===== src/rtl/pipe_pkg.sv =====
// Shared pipeline definitions: widths, execute-stage control bundle,
// and the per-edge action chosen by the ID/EX register.
package pipe_pkg;

    localparam int DW       = 32;
    localparam int REG_W    = 5;
    localparam int ALUCTR_W = 4;

    // Control fields that travel with an instruction into execute
    typedef struct packed {
        logic                RegWr;
        logic                ALUSrc;
        logic [ALUCTR_W-1:0] ALUCtr;
        logic                MemWr;
        logic                MemToReg;
    } e_ctrl_t;

    // A bubble: never writes, never touches memory, ALU operand B from the bus
    localparam e_ctrl_t CTRL_NOP = '0;

    // What the ID/EX register does on a given rising edge
    typedef enum logic [1:0] {
        ACT_CAPTURE = 2'd0,
        ACT_BUBBLE  = 2'd1,
        ACT_FLUSH   = 2'd2,
        ACT_HOLD    = 2'd3
    } ex_action_e;

    // Destination register chosen by the RegDst control bit
    function automatic logic [REG_W-1:0] resolve_dest(
        input logic             reg_dst,
        input logic [REG_W-1:0] rd,
        input logic [REG_W-1:0] rt
    );
        return reg_dst ? rd : rt;
    endfunction

endpackage


===== src/rtl/id_ex_stage_if.sv =====
// Decode-side inputs and execute-side outputs of the ID/EX pipeline register.
// master = decode/control side driving D_*, Hold, Flush; slave = the ID/EX stage.
interface id_ex_stage_if #(
    parameter int DW = pipe_pkg::DW
);

    logic [DW-1:0]                  D_PC;
    logic [DW-1:0]                  D_BusA;
    logic [DW-1:0]                  D_BusB;
    logic [DW-1:0]                  D_Imm32;
    logic [pipe_pkg::REG_W-1:0]     D_Rs;
    logic [pipe_pkg::REG_W-1:0]     D_Rt;
    logic [pipe_pkg::REG_W-1:0]     D_Rd;
    logic                           D_UsesRt;
    logic                           D_RegDst;
    logic                           D_RegWr;
    logic                           D_ALUSrc;
    logic [pipe_pkg::ALUCTR_W-1:0]  D_ALUCtr;
    logic                           D_MemWr;
    logic                           D_MemToReg;
    logic                           Hold;
    logic                           Flush;

    logic [DW-1:0]                  E_PC;
    logic [DW-1:0]                  E_BusA;
    logic [DW-1:0]                  E_BusB;
    logic [DW-1:0]                  E_Imm32;
    logic [pipe_pkg::REG_W-1:0]     E_Rs;
    logic [pipe_pkg::REG_W-1:0]     E_Rt;
    logic [pipe_pkg::REG_W-1:0]     E_Rw;
    logic                           E_RegWr;
    logic                           E_ALUSrc;
    logic                           E_MemWr;
    logic                           E_MemToReg;
    logic [pipe_pkg::ALUCTR_W-1:0]  E_ALUCtr;
    logic                           E_Valid;
    logic                           Stall;

    modport master (
        output D_PC, D_BusA, D_BusB, D_Imm32, D_Rs, D_Rt, D_Rd,
               D_UsesRt, D_RegDst, D_RegWr, D_ALUSrc, D_ALUCtr,
               D_MemWr, D_MemToReg, Hold, Flush,
        input  E_PC, E_BusA, E_BusB, E_Imm32, E_Rs, E_Rt, E_Rw,
               E_RegWr, E_ALUSrc, E_MemWr, E_MemToReg, E_ALUCtr,
               E_Valid, Stall
    );

    modport slave (
        input  D_PC, D_BusA, D_BusB, D_Imm32, D_Rs, D_Rt, D_Rd,
               D_UsesRt, D_RegDst, D_RegWr, D_ALUSrc, D_ALUCtr,
               D_MemWr, D_MemToReg, Hold, Flush,
        output E_PC, E_BusA, E_BusB, E_Imm32, E_Rs, E_Rt, E_Rw,
               E_RegWr, E_ALUSrc, E_MemWr, E_MemToReg, E_ALUCtr,
               E_Valid, Stall
    );

endinterface


===== src/rtl/id_ex_stage_load_use_det.sv =====
// Load-use hazard compare: a valid load in EX whose destination is read
// by the instruction currently in decode. Register 0 never counts.
module load_use_det import pipe_pkg::*; (
    input  logic             e_valid,
    input  logic             e_reg_wr,
    input  logic             e_mem_to_reg,
    input  logic [REG_W-1:0] e_rw,
    input  logic [REG_W-1:0] d_rs,
    input  logic [REG_W-1:0] d_rt,
    input  logic             d_uses_rt,
    output logic             load_use
);

    logic ex_is_load;
    logic rs_match;
    logic rt_match;

    // Flag a hazard only for a real, writing load targeting a non-zero register
    always_comb begin
        ex_is_load = e_valid & e_mem_to_reg & e_reg_wr & (e_rw != '0);
        rs_match   = (e_rw == d_rs);
        rt_match   = d_uses_rt & (e_rw == d_rt);
        load_use   = ex_is_load & (rs_match | rt_match);
    end

endmodule


===== src/rtl/id_ex_stage.sv =====
// ID/EX pipeline register with load-use bubble insertion and a saturating
// count of inserted bubbles.
module id_ex_stage import pipe_pkg::*; #(
    parameter int DW = pipe_pkg::DW,
    parameter int CW = 16
) (
    input  logic          clk,
    input  logic          rst_n,
    id_ex_stage_if.slave  bus,
    output logic [CW-1:0] BubbleCnt
);

    logic [DW-1:0]    e_pc_q,    e_pc_d;
    logic [DW-1:0]    e_bus_a_q, e_bus_a_d;
    logic [DW-1:0]    e_bus_b_q, e_bus_b_d;
    logic [DW-1:0]    e_imm_q,   e_imm_d;
    logic [REG_W-1:0] e_rs_q,    e_rs_d;
    logic [REG_W-1:0] e_rt_q,    e_rt_d;
    logic [REG_W-1:0] e_rw_q,    e_rw_d;
    e_ctrl_t          e_ctrl_q,  e_ctrl_d;
    logic             e_valid_q, e_valid_d;
    logic [CW-1:0]    bubble_cnt_q, bubble_cnt_d;

    e_ctrl_t          d_ctrl;
    logic             load_use;
    ex_action_e       action;

    load_use_det u_load_use_det (
        .e_valid      (e_valid_q),
        .e_reg_wr     (e_ctrl_q.RegWr),
        .e_mem_to_reg (e_ctrl_q.MemToReg),
        .e_rw         (e_rw_q),
        .d_rs         (bus.D_Rs),
        .d_rt         (bus.D_Rt),
        .d_uses_rt    (bus.D_UsesRt),
        .load_use     (load_use)
    );

    // Bundle decode control and pick this edge's action: freeze, squash, bubble, capture
    always_comb begin
        d_ctrl.RegWr    = bus.D_RegWr;
        d_ctrl.ALUSrc   = bus.D_ALUSrc;
        d_ctrl.ALUCtr   = bus.D_ALUCtr;
        d_ctrl.MemWr    = bus.D_MemWr;
        d_ctrl.MemToReg = bus.D_MemToReg;
        action = ACT_CAPTURE;
        if (bus.Hold) begin
            action = ACT_HOLD;
        end else if (bus.Flush) begin
            action = ACT_FLUSH;
        end else if (load_use) begin
            action = ACT_BUBBLE;
        end
    end

    // Next EX contents: keep under Hold, NOP on squash/bubble, else take decode
    always_comb begin
        e_pc_d       = e_pc_q;
        e_bus_a_d    = e_bus_a_q;
        e_bus_b_d    = e_bus_b_q;
        e_imm_d      = e_imm_q;
        e_rs_d       = e_rs_q;
        e_rt_d       = e_rt_q;
        e_rw_d       = e_rw_q;
        e_ctrl_d     = e_ctrl_q;
        e_valid_d    = e_valid_q;
        bubble_cnt_d = bubble_cnt_q;
        case (action)
            ACT_HOLD: begin
            end
            ACT_FLUSH, ACT_BUBBLE: begin
                e_pc_d    = '0;
                e_bus_a_d = '0;
                e_bus_b_d = '0;
                e_imm_d   = '0;
                e_rs_d    = '0;
                e_rt_d    = '0;
                e_rw_d    = '0;
                e_ctrl_d  = CTRL_NOP;
                e_valid_d = 1'b0;
                if ((action == ACT_BUBBLE) && (bubble_cnt_q != '1)) begin
                    bubble_cnt_d = bubble_cnt_q + CW'(1);
                end
            end
            ACT_CAPTURE: begin
                e_pc_d    = bus.D_PC;
                e_bus_a_d = bus.D_BusA;
                e_bus_b_d = bus.D_BusB;
                e_imm_d   = bus.D_Imm32;
                e_rs_d    = bus.D_Rs;
                e_rt_d    = bus.D_Rt;
                e_rw_d    = resolve_dest(bus.D_RegDst, bus.D_Rd, bus.D_Rt);
                e_ctrl_d  = d_ctrl;
                e_valid_d = 1'b1;
            end
            default: begin
            end
        endcase
    end

    // ID/EX register bank and bubble counter, cleared asynchronously
    always_ff @(posedge clk or negedge rst_n) begin
        if (!rst_n) begin
            e_pc_q       <= '0;
            e_bus_a_q    <= '0;
            e_bus_b_q    <= '0;
            e_imm_q      <= '0;
            e_rs_q       <= '0;
            e_rt_q       <= '0;
            e_rw_q       <= '0;
            e_ctrl_q     <= CTRL_NOP;
            e_valid_q    <= 1'b0;
            bubble_cnt_q <= '0;
        end else begin
            e_pc_q       <= e_pc_d;
            e_bus_a_q    <= e_bus_a_d;
            e_bus_b_q    <= e_bus_b_d;
            e_imm_q      <= e_imm_d;
            e_rs_q       <= e_rs_d;
            e_rt_q       <= e_rt_d;
            e_rw_q       <= e_rw_d;
            e_ctrl_q     <= e_ctrl_d;
            e_valid_q    <= e_valid_d;
            bubble_cnt_q <= bubble_cnt_d;
        end
    end

    assign bus.E_PC       = e_pc_q;
    assign bus.E_BusA     = e_bus_a_q;
    assign bus.E_BusB     = e_bus_b_q;
    assign bus.E_Imm32    = e_imm_q;
    assign bus.E_Rs       = e_rs_q;
    assign bus.E_Rt       = e_rt_q;
    assign bus.E_Rw       = e_rw_q;
    assign bus.E_RegWr    = e_ctrl_q.RegWr;
    assign bus.E_ALUSrc   = e_ctrl_q.ALUSrc;
    assign bus.E_ALUCtr   = e_ctrl_q.ALUCtr;
    assign bus.E_MemWr    = e_ctrl_q.MemWr;
    assign bus.E_MemToReg = e_ctrl_q.MemToReg;
    assign bus.E_Valid    = e_valid_q;
    assign bus.Stall      = bus.Hold | (load_use & ~bus.Flush);
    assign BubbleCnt      = bubble_cnt_q;

endmodule


===== src/flat_wrapper.sv =====
// flat-port wrapper written by rule: the top's interface ports become plain ports
module id_ex_stage_flat import pipe_pkg::*;
#(
    parameter int DW = pipe_pkg::DW,
    parameter int CW = 16
)
  (clk, rst_n, BubbleCnt, bus_D_PC, bus_D_BusA, bus_D_BusB, bus_D_Imm32, bus_D_Rs, bus_D_Rt, bus_D_Rd, bus_D_UsesRt, bus_D_RegDst, bus_D_RegWr, bus_D_ALUSrc, bus_D_ALUCtr, bus_D_MemWr, bus_D_MemToReg, bus_Hold, bus_Flush, bus_E_PC, bus_E_BusA, bus_E_BusB, bus_E_Imm32, bus_E_Rs, bus_E_Rt, bus_E_Rw, bus_E_RegWr, bus_E_ALUSrc, bus_E_MemWr, bus_E_MemToReg, bus_E_ALUCtr, bus_E_Valid, bus_Stall);
  id_ex_stage_if #(.DW(DW)) bus_i ();
  input  logic clk;
  input  logic rst_n;
  output logic [CW-1:0] BubbleCnt;
  input wire logic [$bits(bus_i.D_PC)-1:0] bus_D_PC;
  input wire logic [$bits(bus_i.D_BusA)-1:0] bus_D_BusA;
  input wire logic [$bits(bus_i.D_BusB)-1:0] bus_D_BusB;
  input wire logic [$bits(bus_i.D_Imm32)-1:0] bus_D_Imm32;
  input wire logic [$bits(bus_i.D_Rs)-1:0] bus_D_Rs;
  input wire logic [$bits(bus_i.D_Rt)-1:0] bus_D_Rt;
  input wire logic [$bits(bus_i.D_Rd)-1:0] bus_D_Rd;
  input wire logic [$bits(bus_i.D_UsesRt)-1:0] bus_D_UsesRt;
  input wire logic [$bits(bus_i.D_RegDst)-1:0] bus_D_RegDst;
  input wire logic [$bits(bus_i.D_RegWr)-1:0] bus_D_RegWr;
  input wire logic [$bits(bus_i.D_ALUSrc)-1:0] bus_D_ALUSrc;
  input wire logic [$bits(bus_i.D_ALUCtr)-1:0] bus_D_ALUCtr;
  input wire logic [$bits(bus_i.D_MemWr)-1:0] bus_D_MemWr;
  input wire logic [$bits(bus_i.D_MemToReg)-1:0] bus_D_MemToReg;
  input wire logic [$bits(bus_i.Hold)-1:0] bus_Hold;
  input wire logic [$bits(bus_i.Flush)-1:0] bus_Flush;
  output wire logic [$bits(bus_i.E_PC)-1:0] bus_E_PC;
  output wire logic [$bits(bus_i.E_BusA)-1:0] bus_E_BusA;
  output wire logic [$bits(bus_i.E_BusB)-1:0] bus_E_BusB;
  output wire logic [$bits(bus_i.E_Imm32)-1:0] bus_E_Imm32;
  output wire logic [$bits(bus_i.E_Rs)-1:0] bus_E_Rs;
  output wire logic [$bits(bus_i.E_Rt)-1:0] bus_E_Rt;
  output wire logic [$bits(bus_i.E_Rw)-1:0] bus_E_Rw;
  output wire logic [$bits(bus_i.E_RegWr)-1:0] bus_E_RegWr;
  output wire logic [$bits(bus_i.E_ALUSrc)-1:0] bus_E_ALUSrc;
  output wire logic [$bits(bus_i.E_MemWr)-1:0] bus_E_MemWr;
  output wire logic [$bits(bus_i.E_MemToReg)-1:0] bus_E_MemToReg;
  output wire logic [$bits(bus_i.E_ALUCtr)-1:0] bus_E_ALUCtr;
  output wire logic [$bits(bus_i.E_Valid)-1:0] bus_E_Valid;
  output wire logic [$bits(bus_i.Stall)-1:0] bus_Stall;
  assign bus_i.D_PC = bus_D_PC;
  assign bus_i.D_BusA = bus_D_BusA;
  assign bus_i.D_BusB = bus_D_BusB;
  assign bus_i.D_Imm32 = bus_D_Imm32;
  assign bus_i.D_Rs = bus_D_Rs;
  assign bus_i.D_Rt = bus_D_Rt;
  assign bus_i.D_Rd = bus_D_Rd;
  assign bus_i.D_UsesRt = bus_D_UsesRt;
  assign bus_i.D_RegDst = bus_D_RegDst;
  assign bus_i.D_RegWr = bus_D_RegWr;
  assign bus_i.D_ALUSrc = bus_D_ALUSrc;
  assign bus_i.D_ALUCtr = bus_D_ALUCtr;
  assign bus_i.D_MemWr = bus_D_MemWr;
  assign bus_i.D_MemToReg = bus_D_MemToReg;
  assign bus_i.Hold = bus_Hold;
  assign bus_i.Flush = bus_Flush;
  assign bus_E_PC = bus_i.E_PC;
  assign bus_E_BusA = bus_i.E_BusA;
  assign bus_E_BusB = bus_i.E_BusB;
  assign bus_E_Imm32 = bus_i.E_Imm32;
  assign bus_E_Rs = bus_i.E_Rs;
  assign bus_E_Rt = bus_i.E_Rt;
  assign bus_E_Rw = bus_i.E_Rw;
  assign bus_E_RegWr = bus_i.E_RegWr;
  assign bus_E_ALUSrc = bus_i.E_ALUSrc;
  assign bus_E_MemWr = bus_i.E_MemWr;
  assign bus_E_MemToReg = bus_i.E_MemToReg;
  assign bus_E_ALUCtr = bus_i.E_ALUCtr;
  assign bus_E_Valid = bus_i.E_Valid;
  assign bus_Stall = bus_i.Stall;
  id_ex_stage #(.DW(DW), .CW(CW)) u_core (.clk(clk), .rst_n(rst_n), .bus(bus_i), .BubbleCnt(BubbleCnt));
endmodule

===== config.mk =====
export PLATFORM = sky130hd
export DESIGN_NAME = id_ex_stage_flat
export DESIGN_NICKNAME = d
export VERILOG_FILES = /design/src/rtl/pipe_pkg.sv /design/src/rtl/id_ex_stage_if.sv /design/src/rtl/id_ex_stage_load_use_det.sv /design/src/rtl/id_ex_stage.sv /design/src/flat_wrapper.sv
export SDC_FILE = /design/constraint.sdc
export NUM_CORES = 1
export LEC_CHECK = 0
export CAP_MARGIN = 20
export CORE_MARGIN = 3
export CORE_UTILIZATION = 41
export CTS_CLUSTER_SIZE = 14
export DETAILED_ROUTE_END_ITERATION = 8
export MAX_ROUTING_LAYER = met4
export PLACE_DENSITY_LB_ADDON = 0.05
export SETUP_SLACK_MARGIN = 0.1
export SKIP_CTS_REPAIR_TIMING = 1
export SYNTH_ARGS = -nofsm -noshare
export SYNTH_HDL_FRONTEND = slang
export SYNTH_HIERARCHICAL = 1
export SYNTH_SLANG_ARGS = --single-unit

===== constraint.sdc =====
create_clock -name clk -period 3 [get_ports clk]
set_clock_uncertainty 0.1 [all_clocks]
set_input_delay 0.45 -clock clk [delete_from_list [all_inputs] [get_ports clk]]
set_output_delay 0.45 -clock clk [all_outputs]
set_load 0.02 [all_outputs]

# Word level (Yosys, flattened, before mapping)
# Cells that the tools add are included.
# classes
reduce_logical	6
mux	13
eq_ne	5
n_bitwise	9
add_sub_neg	1
# ops
cell	count
32-bit one-hot mux with 2 select lines	4
5-bit one-hot mux with 2 select lines	3
16-bit by 1-bit adder with 16-bit output, second input constant	1
16-bit != test, second input constant	1
8-bit one-hot mux with 2 select lines	1
5-bit == test	2
1-bit bitwise AND	6
5-bit two-way mux	1
5-bit nonzero test	1
2-bit two-way mux	2
2-bit by 1-bit == test with 1-bit output, second input constant	1
2-bit == test, second input constant	1
2-bit logical NOT	1
1-bit bitwise OR	2
1-bit one-hot mux with 2 select lines	1
2-bit AND reduction	1
2-bit nonzero test	1
2-bit OR reduction	1
1-bit logical AND	1
1-bit two-way mux	1
1-bit inverter	1
# totals
ff_bits	168
in_bits	157
out_inout_bits	169

# Logic depth before layout (Yosys ltp)
# Gate-level depths: netlist (run 1).
# depth
depth_word	10
mapped_depth	11

# Hierarchy
# Netlist (run 1), hierarchy kept.
# by_module_without_submodules
mod	seq_area_each_um2	area_per_inst_um2	n_inst	cells_each
id_ex_stage	4204.0	6820.3	1	738
load_use_det	0.0	130.1	1	17

# Worst setup path before layout (run 1)
# Ideal clock, no wire load.
# synth_timing
path_type	reg-to-reg
from	register u_core.e_rw_q[0], in the netlist u_core/bus.E_Rw[0]
to	register u_core.bubble_cnt_q[10], in the netlist u_core/BubbleCnt[10]
t_required_ns	2.775
setup_ns	0.125
path_stages_with_launch	10
t_arrival_ns	2.531
setup_slack_ns	0.245
synth_period_minus_slack_ns	2.755
path_cell_list	dfrtp_1 > or4_1 > o2111ai_1 > a21oi_1 > a21o_1 > ha_1 > nand2b_2 > nor3_2 > nand2_1 > mux2_2
# synth_via
elab_chain_len	10
word_cells_on_any_way	15
# synth_rtl
element	line_no	rtl
start, declared	id_ex_stage.sv:19	logic [REG_W-1:0] e_rw_q, e_rw_d;
start signal, assigned	id_ex_stage.sv:121	e_rw_q <= e_rw_d;
5-bit == test	id_ex_stage_load_use_det.sv:22	rt_match = d_uses_rt & (e_rw == d_rt);
1-bit bitwise AND	id_ex_stage_load_use_det.sv:22	
1-bit bitwise OR	id_ex_stage_load_use_det.sv:23	load_use = ex_is_load & (rs_match | rt_match);
1-bit bitwise AND *	id_ex_stage_load_use_det.sv:23	
via u_core.load_use	id_ex_stage.sv:25	logic load_use;
1-bit two-way mux *	id_ex_stage.sv:51	end else if (load_use) begin
2-bit two-way mux *	id_ex_stage.sv:49	end else if (bus.Flush) begin
2-bit two-way mux *	id_ex_stage.sv:47	if (bus.Hold) begin
2-bit == test / 2-bit by 1-bit == test with 1-bit output (equally long branches)	id_ex_stage.sv:68, id_ex_stage.sv:81	
2-bit OR reduction / 1-bit logical AND (equally long branches)	id_ex_stage.sv:68, id_ex_stage.sv:81	
2-bit AND reduction (no line) *	--	
end signal, assigned	id_ex_stage.sv:124	bubble_cnt_q <= bubble_cnt_d;
end, declared	id_ex_stage.sv:22	logic [CW-1:0] bubble_cnt_q, bubble_cnt_d;
# Mark *: on every way through the listed nets, which the timed path passes. The rest lies on a longest branch.
# A chain may end at the register's enable or synchronous reset.

# Worst setup path after layout (run 1)
# layout_timing
from	register u_core.e_rw_q[2], in the netlist u_core/bus.E_Rw[2]
to	register u_core.bubble_cnt_q[11], in the netlist u_core/BubbleCnt[11]
# The elaborated chain is that of the path after synthesis.

==> results of run 1 <==
-- layout by cell type, fill, tap and decap left out, types with 2 or more instances in the layout --
master	count
buf_4	19
buf_12	16
clkinv_2	5
bufinv_16	2
o21ai_0	154
and4_1	2
clkdlybuf4s50_1	323
mux2i_1	5
clkinvlp_4	3
dfrtp_1	168
xor2_1	16
nor4_4	2
clkbuf_16	17
xnor2_1	7
inv_1	3
nand2_1	308
nor2_1	2
ha_4	3
clkbuf_8	2
nand3_1	6
nor3_1	5
-- kinds of logic after synthesis --
family / after synthesis / share of synthesized area
adder cells (fa/ha/maj): 4 / 0.00720
XOR/XNOR: 23 / 0.0290
flip-flops: 168 / 0.605
AO/OA/AOI/OAI: 159 / 0.116
multiplexers: 7 / 0.0110
AND/OR/NAND/NOR: 340 / 0.201
buffers and inverters: 54 / 0.0304
-- sequential cells by signal (all words and copies together), names as in the netlist --
| signal | flops |
|---|---|
| u_core/bus.E_MemWr | 1 |
| u_core/BubbleCnt | 16 |
| u_core/bus.E_ALUCtr | 4 |
| u_core/bus.E_Rw | 5 |
| u_core/bus.E_PC | 32 |
| u_core/bus.E_Rs | 5 |
| u_core/bus.E_Imm32 | 32 |
| u_core/bus.E_BusA | 32 |
| u_core/bus.E_RegWr | 1 |
| u_core/bus.E_Rt | 5 |
| u_core/bus.E_BusB | 32 |
| u_core/bus.E_ALUSrc | 1 |
| u_core/bus.E_Valid | 1 |
| u_core/bus.E_MemToReg | 1 |
-- layout make-up --
cell class / instances / share of cell area
clock inverter: 12 / 0.0110
inverter: 3 / 0.000987
clock buffer: 20 / 0.0400
antenna: 1 / 0.000219
multi-input combinational: 533 / 0.230
timing repair buffer: 360 / 0.326
tap: 216 / 0.0237
sequential: 168 / 0.368
-- stage by stage --
step           setup TNS [ps]  power [mW]  utilization
2_1_floorplan               0        2.79            -
3_3_place_gp            -3060        3.38        0.663
3_5_place_dp            -3460        3.39        0.663
4_1_cts                  -176        5.56        0.699
5_1_grt                     0        5.74        0.703
6_report                    0        5.51        0.703
-- critical path, delay by kind of cell, from the launching register on --
kind            cells  cell delay [ps]
simple gates        5             1130
buf+inv             1              150
compound gates      2              430
xor+xnor            2              330
flops               1              390
fa+ha+maj           1              200
-- metal layers --
layer	global-route usage	wire length, um	part of all wire
met5	-	0	0
met4	0.0594	250	0.011
met3	0.0725	1790	0.082
met2	0.388	10800	0.49
met1	0.295	8980	0.41
-- path summary, 6_finish.rpt --
path                                      startpoint                      to  depth (start not counted)
max in group asynchronous                      rst_n      u_core/bus.E_Rw[4]                          2
worst max register to register    u_core/bus.E_Rw[2]    u_core/BubbleCnt[11]                         11
min in group clk                u_core/bus.E_BusB[8]    u_core/bus.E_BusB[8]                          2
worst max-delay path              u_core/bus.E_Rw[2]    u_core/BubbleCnt[11]                         11
worst min-delay path                           rst_n  u_core/bus.E_Imm32[16]                          1
worst min register to register  u_core/bus.E_BusB[8]    u_core/bus.E_BusB[8]                          2
-- power breakdown --
part | leakage (nW) | switching [mW] | internal, mW
Combinational | 2.20 | 0.433 | 0.479
Clock | 0.282 | 0.891 | 1.27
Sequential | 2.30 | 0.0753 | 2.36
==> flow_metrics.env, run 1 <==
export IMPL_globalplace_congestion=0.825
export IMPL_synth_area_leader_cell="dfrtp_1"
export IMPL_ant_nets=0
export IMPL_finalHoldViolations=53
export IMPL_start_util=0.428
export IMPL_cp_slowest_stage_delay_ps=390
export IMPL_rows=46
export IMPL_io_buffers=325
export IMPL_power_density_nw_per_um2=483
export IMPL_cts_buffers_inserted=17
export IMPL_postLayoutCellArea_um2=11400
export IMPL_tightest_slew_ps=721
export IMPL_vias_per_cell=4.80
export IMPL_synth_edff_count=0
export IMPL_routed_wirelength_um=21800
export IMPL_worstPathRequired_ps=3250
export IMPL_die_h_um=136
export IMPL_place_inst=1280
export IMPL_crit_path_start_kind="register"
export IMPL_violations="hold timing"
export IMPL_period_minus_slack_ps=2790
export IMPL_synthToLayoutAreaGrowth_pct=64.2
export IMPL_drtPass1Iterations=5
export IMPL_synthFlopType="dfrtp_1"
export IMPL_path_cells="buf_4 -> xor2_1 -> nor4_1 -> nand3_1 -> a21oi_2 -> a21o_4 -> ha_4 -> and4b_2 -> nand2b_4 -> nor3_1 -> xor2_1"
export IMPL_outcome="finished, violations left"
export IMPL_synthCells=755
export IMPL_rsz0062_at_grt="false"
export IMPL_min_period_over_period=0.930
export IMPL_grtUsageTotal=0.239
export IMPL_cts_htree_levels=4
export IMPL_die_w_um=136
export IMPL_arrival_ps=3040
export IMPL_wl_per_cell_um=16.6
export IMPL_ir_drop_uv=387
export IMPL_synthTopCellsByCount="308 x nand2_1, 168 x dfrtp_1, 154 x o21ai_0, 46 x clkbuf_1, 16 x xor2_1"
export IMPL_slowest_stage="dfrtp_1"
export IMPL_synth_top_area_frac=0.605
export IMPL_cap_violations=0
export IMPL_ys_types=36
export IMPL_syn_nets=916
export IMPL_first_global_vias=6086
export IMPL_fin_nets=1244
export IMPL_antenna_found_initial=1
export IMPL_cts_sinks=168
export IMPL_multi_input_area_um2=2620
export IMPL_ys_async_sr_fraction=1.00
export IMPL_overflow=0
export IMPL_ys_seq_area_frac=0.605
export IMPL_whs_ps=-38.7
export IMPL_stdcell_count=1313
export IMPL_cts_root_buf="clkbuf_16"
export IMPL_p_leak_nw=4.79
export IMPL_maxSlewViolCount=0
export IMPL_reg2reg_slack_ps=210
export IMPL_clock_path_buffers=2
export IMPL_drc=0
export IMPL_synth_seq_cells=168
export IMPL_cp_max_fo=7
export IMPL_synth_area_top_cells="dfrtp_1 60%, nand2_1 17%, o21ai_0 11%, clkbuf_1 2.5%, xor2_1 2.0%"
export IMPL_io_pins=326
export IMPL_drive_above_1_share=0.0785
export IMPL_cp_common_cell="xor2_1"
export IMPL_setup_slack_ps=210
export IMPL_tritoncts="done"
export IMPL_slew_headroom=0.519
export IMPL_avgSynthCellArea_um2=9.21
export IMPL_hold_class="primary input to asynchronous set/reset pin"
export IMPL_coreArea_um2=16200
export IMPL_final_setup_viol_count=0
export IMPL_clk_pin_slew_ps=70
export IMPL_crit_type="register to register"
export IMPL_num_vias=6300
export IMPL_synth_warnings=6
export IMPL_dp_hpwl_um=16000
export IMPL_netlist_area_um2=6950
export IMPL_grt_first_pass_wirelength_um=33300
export IMPL_seq_area_um2=4200
export IMPL_clock_latency_ps=420
export IMPL_drt_iter0_markers=379
export IMPL_dieArea_um2=18600
export IMPL_placed_cell_area_um2=10800
export IMPL_crit_path_end_kind="register"
export IMPL_grt_max_degree=76
export IMPL_fill_cells=1293
export IMPL_synth_most_common_cell="nand2_1"
export IMPL_max_freq_mhz=358
export IMPL_post_place_ws_ps=-380
No activity file was read; power rests on OpenSTA's default activity.
==> run 2, diff against run 1 <==
--- a/config.mk
+++ b/config.mk
@@ -14,6 +14,7 @@
 export PLACE_DENSITY_LB_ADDON = 0.05
 export SETUP_SLACK_MARGIN = 0.1
 export SKIP_CTS_REPAIR_TIMING = 1
+export SKIP_LAST_GASP = 1
 export SYNTH_ARGS = -nofsm -noshare
 export SYNTH_HDL_FRONTEND = slang
 export SYNTH_HIERARCHICAL = 1
==> results of run 2 <==
The final DEF is identical to that of run 1; final timing and power are the same.
